$ cat src/rtl/partition_sweep_pkg.sv
// Shared types and constants for the partition sweep controller.
package partition_sweep_pkg;

  localparam int unsigned DEF_IN_W   = 7;
  localparam int unsigned DEF_OUT_W  = 4;
  localparam int unsigned DEF_SETTLE = 1;

  // popcount helper operates on a fixed-width word; callers zero-extend into it
  localparam int unsigned PC_IN_W  = 32;
  localparam int unsigned PC_OUT_W = 6;

  typedef enum logic [2:0] {
    IDLE   = 3'd0,
    APPLY  = 3'd1,
    SAMPLE = 3'd2,
    OFFER  = 3'd3,
    DONE   = 3'd4
  } sweep_state_t;

  // Number of set bits in v.
  function automatic logic [PC_OUT_W-1:0] popcount(input logic [PC_IN_W-1:0] v);
    logic [PC_OUT_W-1:0] n;
    n = '0;
    for (int i = 0; i < int'(PC_IN_W); i++) begin
      n = n + PC_OUT_W'(v[i]);
    end
    return n;
  endfunction

endpackage

$ cat src/rtl/partition_sweep_ctrl_err_acc.sv
// Error statistics for the partition sweep: counts mismatching vectors and
// accumulates the Hamming distance between po and ref_po.
// Only compiled when SWEEP_ERR_STATS_EN is defined.
`ifdef SWEEP_ERR_STATS_EN
module sweep_err_acc
  import partition_sweep_pkg::*;
#(
  parameter int unsigned IN_W  = DEF_IN_W,
  parameter int unsigned OUT_W = DEF_OUT_W
) (
  input  logic                               clk,
  input  logic                               rst,
  input  logic                               clr,
  input  logic                               en,
  input  logic [OUT_W-1:0]                   po,
  input  logic [OUT_W-1:0]                   ref_po,
  output logic [IN_W:0]                      err_count,
  output logic [IN_W+$clog2(OUT_W+1)-1:0]    ham_sum
);

  localparam int unsigned ERR_W = IN_W + 1;
  localparam int unsigned HAM_W = IN_W + $clog2(OUT_W + 1);

  logic [OUT_W-1:0] diff;
  logic [HAM_W-1:0] diff_bits;

  assign diff      = po ^ ref_po;
  assign diff_bits = HAM_W'(popcount(PC_IN_W'(diff)));

  // Clear on sweep start, accumulate once per sampled vector.
  always_ff @(posedge clk) begin
    if (rst || clr) begin
      err_count <= '0;
      ham_sum   <= '0;
    end else if (en) begin
      if (|diff) begin
        err_count <= err_count + ERR_W'(1);
      end
      ham_sum <= ham_sum + diff_bits;
    end
  end

endmodule
`endif

$ cat src/rtl/partition_sweep_ctrl.sv
// Exhaustive input sweep controller for a combinational partition: drives every
// vector 0..2^IN_W-1 onto pi, samples po after SETTLE cycles and offers each
// result as a valid/ready beat. Error statistics against ref_po are built only
// when SWEEP_ERR_STATS_EN is defined; otherwise err_count/ham_sum read as 0.
module partition_sweep_ctrl
  import partition_sweep_pkg::*;
#(
  parameter int unsigned IN_W   = DEF_IN_W,
  parameter int unsigned OUT_W  = DEF_OUT_W,
  parameter int unsigned SETTLE = DEF_SETTLE
) (
  input  logic                               clk,
  input  logic                               rst,
  input  logic                               start,
  input  logic                               abort,
  output logic [IN_W-1:0]                    pi,
  input  logic [OUT_W-1:0]                   po,
  input  logic [OUT_W-1:0]                   ref_po,
  output logic                               out_valid,
  input  logic                               out_ready,
  output logic [IN_W-1:0]                    out_idx,
  output logic [OUT_W-1:0]                   out_po,
  output logic                               busy,
  output logic                               done,
  output logic [IN_W:0]                      err_count,
  output logic [IN_W+$clog2(OUT_W+1)-1:0]    ham_sum
);

  localparam int unsigned CNT_W = 4;
  localparam logic [IN_W-1:0] IDX_LAST = '1;

  sweep_state_t     state, state_nxt;
  logic [IN_W-1:0]  idx, idx_nxt;
  logic [CNT_W-1:0] cnt, cnt_nxt;
  logic             sample;
  logic             stats_clr;
  logic             stats_en;

  // Next-state and control decode; abort wins over any handshake.
  always_comb begin
    state_nxt = state;
    idx_nxt   = idx;
    cnt_nxt   = cnt;
    sample    = 1'b0;
    stats_clr = 1'b0;
    stats_en  = 1'b0;
    case (state)
      IDLE: begin
        if (start) begin
          state_nxt = APPLY;
          idx_nxt   = '0;
          cnt_nxt   = '0;
          stats_clr = 1'b1;
        end
      end
      APPLY: begin
        if (abort) begin
          state_nxt = IDLE;
        end else if (cnt == CNT_W'(SETTLE - 1)) begin
          state_nxt = SAMPLE;
        end else begin
          cnt_nxt = cnt + CNT_W'(1);
        end
      end
      SAMPLE: begin
        if (abort) begin
          state_nxt = IDLE;
        end else begin
          sample    = 1'b1;
          stats_en  = 1'b1;
          state_nxt = OFFER;
        end
      end
      OFFER: begin
        if (abort) begin
          state_nxt = IDLE;
        end else if (out_ready) begin
          if (idx == IDX_LAST) begin
            state_nxt = DONE;
          end else begin
            idx_nxt   = idx + IN_W'(1);
            cnt_nxt   = '0;
            state_nxt = APPLY;
          end
        end
      end
      DONE:    state_nxt = IDLE;
      default: state_nxt = IDLE;
    endcase
  end

  // State, index and registered status outputs.
  always_ff @(posedge clk) begin
    if (rst) begin
      state     <= IDLE;
      idx       <= '0;
      cnt       <= '0;
      out_po    <= '0;
      out_valid <= 1'b0;
      busy      <= 1'b0;
      done      <= 1'b0;
    end else begin
      state     <= state_nxt;
      idx       <= idx_nxt;
      cnt       <= cnt_nxt;
      if (sample) begin
        out_po <= po;
      end
      out_valid <= (state_nxt == OFFER);
      busy      <= (state_nxt != IDLE);
      done      <= (state_nxt == DONE);
    end
  end

  // The index register drives the partition and labels the beat directly.
  assign pi      = idx;
  assign out_idx = idx;

`ifdef SWEEP_ERR_STATS_EN
  sweep_err_acc #(
    .IN_W  (IN_W),
    .OUT_W (OUT_W)
  ) u_err_acc (
    .clk       (clk),
    .rst       (rst),
    .clr       (stats_clr),
    .en        (stats_en),
    .po        (po),
    .ref_po    (ref_po),
    .err_count (err_count),
    .ham_sum   (ham_sum)
  );
`else
  assign err_count = '0;
  assign ham_sum   = '0;

  logic unused_stats;
  assign unused_stats = ^{ref_po, stats_clr, stats_en};
`endif

endmodule
$ cat config.mk
export PLATFORM = sky130hd
export DESIGN_NAME = partition_sweep_ctrl
export DESIGN_NICKNAME = d
export VERILOG_FILES = /design/src/rtl/partition_sweep_pkg.sv /design/src/rtl/partition_sweep_ctrl_err_acc.sv /design/src/rtl/partition_sweep_ctrl.sv
export SDC_FILE = /design/constraint.sdc
export NUM_CORES = 1
export LEC_CHECK = 0
export ABC_AREA = 1
export CAP_MARGIN = 20
export CORE_MARGIN = 2
export CORE_UTILIZATION = 30
export CTS_CLUSTER_DIAMETER = 120
export DETAILED_ROUTE_END_ITERATION = 8
export HOLD_SLACK_MARGIN = 0.12
export PLACE_DENSITY_LB_ADDON = 0.25
export SETUP_SLACK_MARGIN = 0.4
export SYNTH_ARGS = -nofsm -noshare
export SYNTH_HDL_FRONTEND = slang
export SYNTH_SLANG_ARGS = --single-unit
$ cat constraint.sdc
create_clock -name clk -period 2.5 [get_ports clk]
set_clock_uncertainty 0.1 [all_clocks]
set_input_delay 0.75 -clock clk [delete_from_list [all_inputs] [get_ports clk]]
set_output_delay 0.75 -clock clk [all_outputs]
set_load 0.01 [all_outputs]
Yosys cells after proc, flatten, opt, wreduce, memory -nomap -nowiden:

Cells that the tools add are included.

* bits of input ports: 13
* register bits after elaboration: 21

* mux-type cells: 22
* equality and inequality tests: 12
* reduce and logical (&&, ||, !) cells: 7
* add/subtract/negate cells: 2

Operators with widths (count)
* $mux 7: 4
* $mux 4: 6
* $mux 3: 6
* $pmux 7 s2: 1
* $ne 2x2->1 const B: 6
* $pmux 3 s4: 1
* $pmux 4 s3: 1
* $eq 3x2->1 const B: 3
* $add 7x1->7 const B: 1
* $eq 7x7->1 const B: 1
* $reduce_and 7->1: 1
* $reduce_bool 3->1: 2
* $reduce_and 5->1: 1
* $add 4x1->4 const B: 1
* $logic_not 4->1: 1
* $eq 3x1->1 const B: 1
* $eq 3x3->1 const B: 1
* $logic_not 3->1: 1
* $mux 1: 2
* $mux 2: 1
* $reduce_bool 2->1: 1

Longest topological paths before layout:

Gate-level depths: netlist of run 1.

* depth in word-level cells: 6
* depth in mapped cells: 10

Worst setup path before layout of run 1:

Ideal clock, no wire load.

* kind: input to register
* start: input port abort
* end: register cnt[1]
* path slack: 0.820 ns
* buffers on the path: 0
* stages on the path: 8
* setup time: 0.112 ns
* arrival: 1.468 ns
* path through: inv_1 > nand2_1 > nand2_1 > nand3_1 > nor2_2 > nand2_1 > nand2_1 > nor2_1

* longest elaborated chain between the ends: 2

RTL lines
* from (decl): line partition_sweep_ctrl.sv:15 `input logic abort,`
* $ne 2x2->1 (no line)
* $reduce_and 7->1 (no line) (*)
* to (signal assigned): line partition_sweep_ctrl.sv:105 `cnt <= cnt_nxt;`
* to (decl): line partition_sweep_ctrl.sv:34 `logic [CNT_W-1:0] cnt, cnt_nxt;`

Every way passes the cells marked *; elsewhere a longest branch is shown, timed or not.
A chain may end at the register's enable or synchronous reset.

Worst setup path after layout of run 1:

* start: register idx[1] (netlist: out_idx[1])
* end: output port pi[1]

RTL lines
* from (decl): line partition_sweep_ctrl.sv:33 `logic [IN_W-1:0] idx, idx_nxt;`
* from (signal assigned): line partition_sweep_ctrl.sv:104 `idx <= idx_nxt;`
* to (decl): line partition_sweep_ctrl.sv:16 `output logic [IN_W-1:0] pi,`

No word-level cell between the ends.

==> results.cfg, run 1 <==
[route]
viasPerCell = 4.25
vias = 1159
routedWlPerCell_um = 9.79
drt_iter0_drc = 30
drcViolationCount = 0
postRouteAntennaNets = 0
wirelength_um = 2670
drt_pass1_iterations = 6

[finish]
fin_area_um2 = 1640
finalNonFillerCells = 273
antenna_cells = 0
fillers = 493
layout_commonest_cell = nand2_1
final_core_util = 0.380
final_layout_size_suffix_gt1_frac = 0.113
nets = 238
syn_to_final_growth_pct = 23.3
most-common-layout-cells = nand2_1 (43), nor2_1 (25), clkdlybuf4s50_1 (25), conb_1 (18), inv_1 (17)

[setup_path]
arrival_ns = 1.20
crit_buf_inv = 1
cp_top_family = buffers and inverters
slowest_delay_ns = 0.55
crit_chain = clkdlybuf4s50_1
cp_slowest_cell = clkdlybuf4s50_1
crit_type = reg2out
path_max_fanout = 7
worstSetupEndpointType = output pin
crit_path_start_kind = flop
crit_required_ns = 1.65

[synth]
ys_ff_latch = 21
postSynthAreaPerCell_um2 = 6.83
syn_inst = 195
yosysWarnings = 0
yosysTopAreaCell = dfxtp_1
ys_types = 22
netlist_top_cells_area = dfxtp_1 (32%), buf_4 (14%), nand2_1 (12%), nor2_1 (7.0%), nand3_1 (5.3%)
synth_top_area_share = 0.316
ys_seq_area_frac = 0.316
synth_area_um2 = 1330

[floorplan]
core_area_um2 = 4320
start_util = 0.308
num_rows = 24
chipHeight_um = 70.6
ios = 52
die_width_um = 70.6
dieArea_um2 = 4990

[sta]
rsz0062_at_grt = yes
hold_viol_final = 0
whs_ns = 0.387
period_share = 0.818
maxSlewViolCount = 0
fin_tns_setup_ns = 0
max_freq_mhz = 489
setup_viol = 0
period_minus_slack_ns = 2.05

[clocking]
htreeDepth = 1
numCtsBuffers = 3
clock_latency_ns = 0.26
cts_sinks = 21
clk_path_buf_depth = 2
cts.clk_slew.worst_paths_ns = 0.07
cts_setup_buffers = 0
root_buffer = clkbuf_8
cts_tree = built

[placement]
port_buffers = 29
place.gp.congestion = 0.770
dp_cells = 269
hpwl_um = 2030
place_area_um2 = 1570

[power_and_ir_drop]
p_leak_nw = 0.740
pwr-share-comb = 0.196
p_int_uw = 510
power_frac_seq = 0.498
p_switching_uw = 201
ir_worst_vdd_mv = 0.187
p_clk_frac = 0.306
powerDensity_nw_per_um2 = 434
p_sw_frac = 0.283

[global_route]
grtUsageTotal = 0.113
grt_pass1_wl_um = 4570
overflow = 0
grt_start_max_net_pins = 13
grt_pass1_vias = 1035
antenna_found_initial = 0

[flow_run]
drv_cap = 0

[hold_path]
hp-class = reg2reg

[run_status]
status = completed
-- through the flow --
step	power [mW]	worst slack [ns]
2_1_floorplan	0.478	0.820
3_3_place_gp	0.504	0.190
3_5_place_dp	0.504	0.196
4_1_cts	0.729	0.404
5_1_grt	0.763	0.397
6_report	0.712	0.455
-- what timing repair did --
item                                    4_1_cts  5_1_grt
hold buffers                                  0        0
gates cloned                                  0        0
gates resized for setup                       7        6
endpoints found under the setup margin       12       15
hold endpoints to repair                      0        0
pin swaps                                     0        1
-- worst register-to-register path, stage by stage (launching register included) --
cell and delay [ns]:
dfxtp_4 0.38, ha_1 0.25, inv_1 0.12, nor2_4 0.06
nand3_1 0.14, nand2_2 0.11, nor2_2 0.19, nand2_1 0.07
a21oi_1 0.14
-- flip-flops by register name, summed over array words and instances, names as in the netlist --
register	cells
out_idx	7
cnt	4
out_po	4
state	3
busy	1
done	1
out_valid	1
-- layer usage --
layer / part of all wire / global-route usage / vias up
li1: - / - / 629
met2: 0.43 / 0.171 / 29
met3: 0.045 / 0.0214 / 4
met1: 0.52 / 0.157 / 497
met5: 0 / 0 / -
met4: 0.013 / 0.0503 / 0
-- power by group through the flow --
stage	clock, mW	combinational (mW)	sequential [mW]
floorplan	0	0.114	0.364
global placement	0	0.140	0.364
detailed placement	0	0.140	0.364
CTS	0.234	0.140	0.355
global route	0.250	0.158	0.356
finish	0.218	0.139	0.354
-- path summary, 6_finish.rpt --
kind,start,to,slack [ns],cells past startpoint
worst max register to register,out_idx[0],cnt[3],0.89,8
worst max-delay path,out_idx[1],pi[1],0.45,1
worst min register to register,out_po[0],out_po[0],0.39,2
worst min-delay path,out_po[0],out_po[0],0.39,2
-- synthesized netlist by cell type --
cell type / number
dfxtp_1: 21
ha_1: 3
nand3_1: 14
nand2_8: 1
nand2_4: 2
o21ai_0: 9
o21bai_1: 1
nand2_2: 4
a21oi_1: 12
xor2_1: 2
nand2_1: 43
nor2_4: 2
conb_1: 1
inv_2: 1
clkbuf_1: 1
nor3_1: 3
nor2_2: 3
inv_1: 18
nand4_1: 3
xnor2_1: 1
buf_4: 25
nor2_1: 25
-- cell type report --
class,instances,area [µm²],share of cell area
clock buffer,4,45.0,0.0274
inverter,19,71.3,0.0434
multi-input combinational,146,712,0.434
sequential,21,433,0.264
tap,52,65.1,0.0396
timing repair buffer,31,315,0.192
-- cells by family after synthesis --
group,synth area share
buffers and inverters,0.197
other,0.00282
AO/OA/AOI/OAI,0.0846
XOR/XNOR,0.0197
adder cells (fa/ha/maj),0.0282
flip-flops,0.316
AND/OR/NAND/NOR,0.351
Power figures use the tool's default switching activity.
==> run 2: changes to the inputs <==
clock period = 2 ns   (was 2.5 ns; I/O delays follow)
==> run 2 against run 1 <==
Net effect:
- clock power is 27% higher
- non-clock buffer count is 13 higher
- worst setup slack got worse by 0.031 ns
- cell area rose by 6.9%
- largest cell class unchanged
- sequential power is 25% higher
- die area unchanged
- global-route usage grew 0.83 points
- core utilization grew 2.6 points
==> results.cfg, run 2 (synthesis results as in run 1) <==
[floorplan]
num_rows = 24
start_util = 0.308
dieArea_um2 = 4990
ios = 52
core_area_um2 = 4320
die_width_um = 70.6
chipHeight_um = 70.6

[power_and_ir_drop]
p_switching_uw = 268
p_int_uw = 648
ir_worst_vdd_mv = 0.360
p_leak_nw = 0.827
pwr-share-comb = 0.213
p_total_uw = 916
power_frac_seq = 0.484
p_clk_frac = 0.303
p_sw_frac = 0.293
powerDensity_nw_per_um2 = 522

[setup_path]
cp-startpoint = out_idx[5]
rr_endpoint = out_idx[1]
worst-path-stages = 1
slowest_delay_ns = 0.35
cp_top_family = flip-flops
crit_path_end = pi[5]
worstSetupEndpointType = output pin
crit_required_ns = 1.30
path_max_fanout = 3
timing.rr.start = out_idx[1]
crit_type = reg2out
crit_buf_inv = 1
arrival_ns = 0.88
crit_chain = dlygate4sd2_1
crit_path_start_kind = flop
cp_slowest_cell = dfxtp_1
reg2reg_slack_ns = 0.49
worstRegToRegCells = 10

[global_route]
grt_pass1_vias = 1070
grt_pass1_wl_um = 4890
antenna_found_initial = 0
overflow = 0
grt_start_max_net_pins = 12
grtUsageTotal = 0.121

[clocking]
root_buffer = clkbuf_8
cts_sinks = 21
clk_path_buf_depth = 2
cts_tree = built
cts.clk_slew.worst_paths_ns = 0.07
htreeDepth = 1
numCtsBuffers = 3
clock_latency_ns = 0.26

[sta]
rsz0062_at_grt = yes
maxSlewViolCount = 0
max_freq_mhz = 634
period_minus_slack_ns = 1.58
setup_viol = 0
hold_viol_final = 0
fin_tns_setup_ns = 0
period_share = 0.788
whs_ns = 0.382

[finish]
syn_to_final_growth_pct = 31.9
final_core_util = 0.406
final_layout_size_suffix_gt1_frac = 0.239
fin_area_um2 = 1760
antenna_cells = 0
nets = 251
layout_commonest_cell = nand2_1
largest_reg_flops = 7
most-common-layout-cells = nand2_1 (40), nor2_1 (24), conb_1 (18), inv_1 (17)

[route]
vias = 1238
viasPerCell = 4.33
routedWlPerCell_um = 10.2
postRouteAntennaNets = 0
wirelength_um = 2920
drcViolationCount = 0
drt_iter0_drc = 46
drt_pass1_iterations = 4

[placement]
place_area_um2 = 1650
place.gp.congestion = 0.780
hpwl_um = 2150
port_buffers = 29

[flow_run]
drv_cap = 0

[hold_path]
hp-class = reg2reg

[run_status]
status = completed
[run 2: changes by cell type in the layout (fill, tap and decap cells not counted), moves of 3 or more]
cell / before / now
clkdlybuf4s50_1: 25 / 5
clkbuf_2: 0 / 5
nand2_1: 43 / 40
dlymetal6s2s_1: 4 / 1
buf_4: 2 / 15
dlygate4sd2_1: 0 / 12
nand3_1: 14 / 11
clkdlybuf4s15_1: 0 / 4
[run 2: what timing repair did]
action / CTS / global route
resized for setup: 48 / 19
hold buffers: 0 / 0
pin swaps: 5 / 3
setup endpoints to repair: 35 / 27
setup buffers: 2 / 1
[run 2: final cells by class]
cell class	instances	area [µm²]
clock buffer	4	45.0
tap	52	65.1
fill	473	2570
inverter	19	73.8
timing repair buffer	44	368
sequential	21	433
multi-input combinational	146	771
[run 2: per-layer routing]
layer  track usage  routed length [µm]
met5             0                   0
met3        0.0299                 139
met1         0.166                1360
met2         0.195                1400
met4        0.0252                  16
[run 2: power by group through the flow]
| stage | Sequential (mW) | Combinational (mW) | Clock (mW) |
|---|---|---|---|
| after floorplan | 0.456 | 0.142 | 0 |
| after global placement | 0.454 | 0.182 | 0 |
| after detailed placement | 0.454 | 0.182 | 0 |
| after CTS | 0.444 | 0.193 | 0.297 |
| after global routing | 0.446 | 0.223 | 0.313 |
| final | 0.444 | 0.195 | 0.277 |
[run 2: worst min-delay path by stage]
stage | endpoint | depth (start not counted) | from | slack (ns)
after floorplan | cnt[3] | 2 | cnt[3] | 0.37
after global placement | out_po[1] | 2 | out_po[1] | 0.37
after detailed placement | out_po[3] | 2 | out_po[3] | 0.38
after CTS | out_po[0] | 2 | out_po[0] | 0.39
after global routing | out_idx[6] | 2 | out_idx[6] | 0.41
final | out_po[3] | 2 | out_po[3] | 0.38
[run 2: stage by stage]
stage | setup WS [ns] | cells
floorplan | 0.428 | 212
global placement | -0.0706 | 279
detailed placement | -0.0638 | 279
CTS | 0.353 | 285
global route | 0.376 | 286
finish | 0.424 | 286
[run 2: worst min-delay path, cell delays in order, from the launching register on]
cell,delay [ns]
dfxtp_1,0.33
nor2_1,0.04
nor2_1,0.08
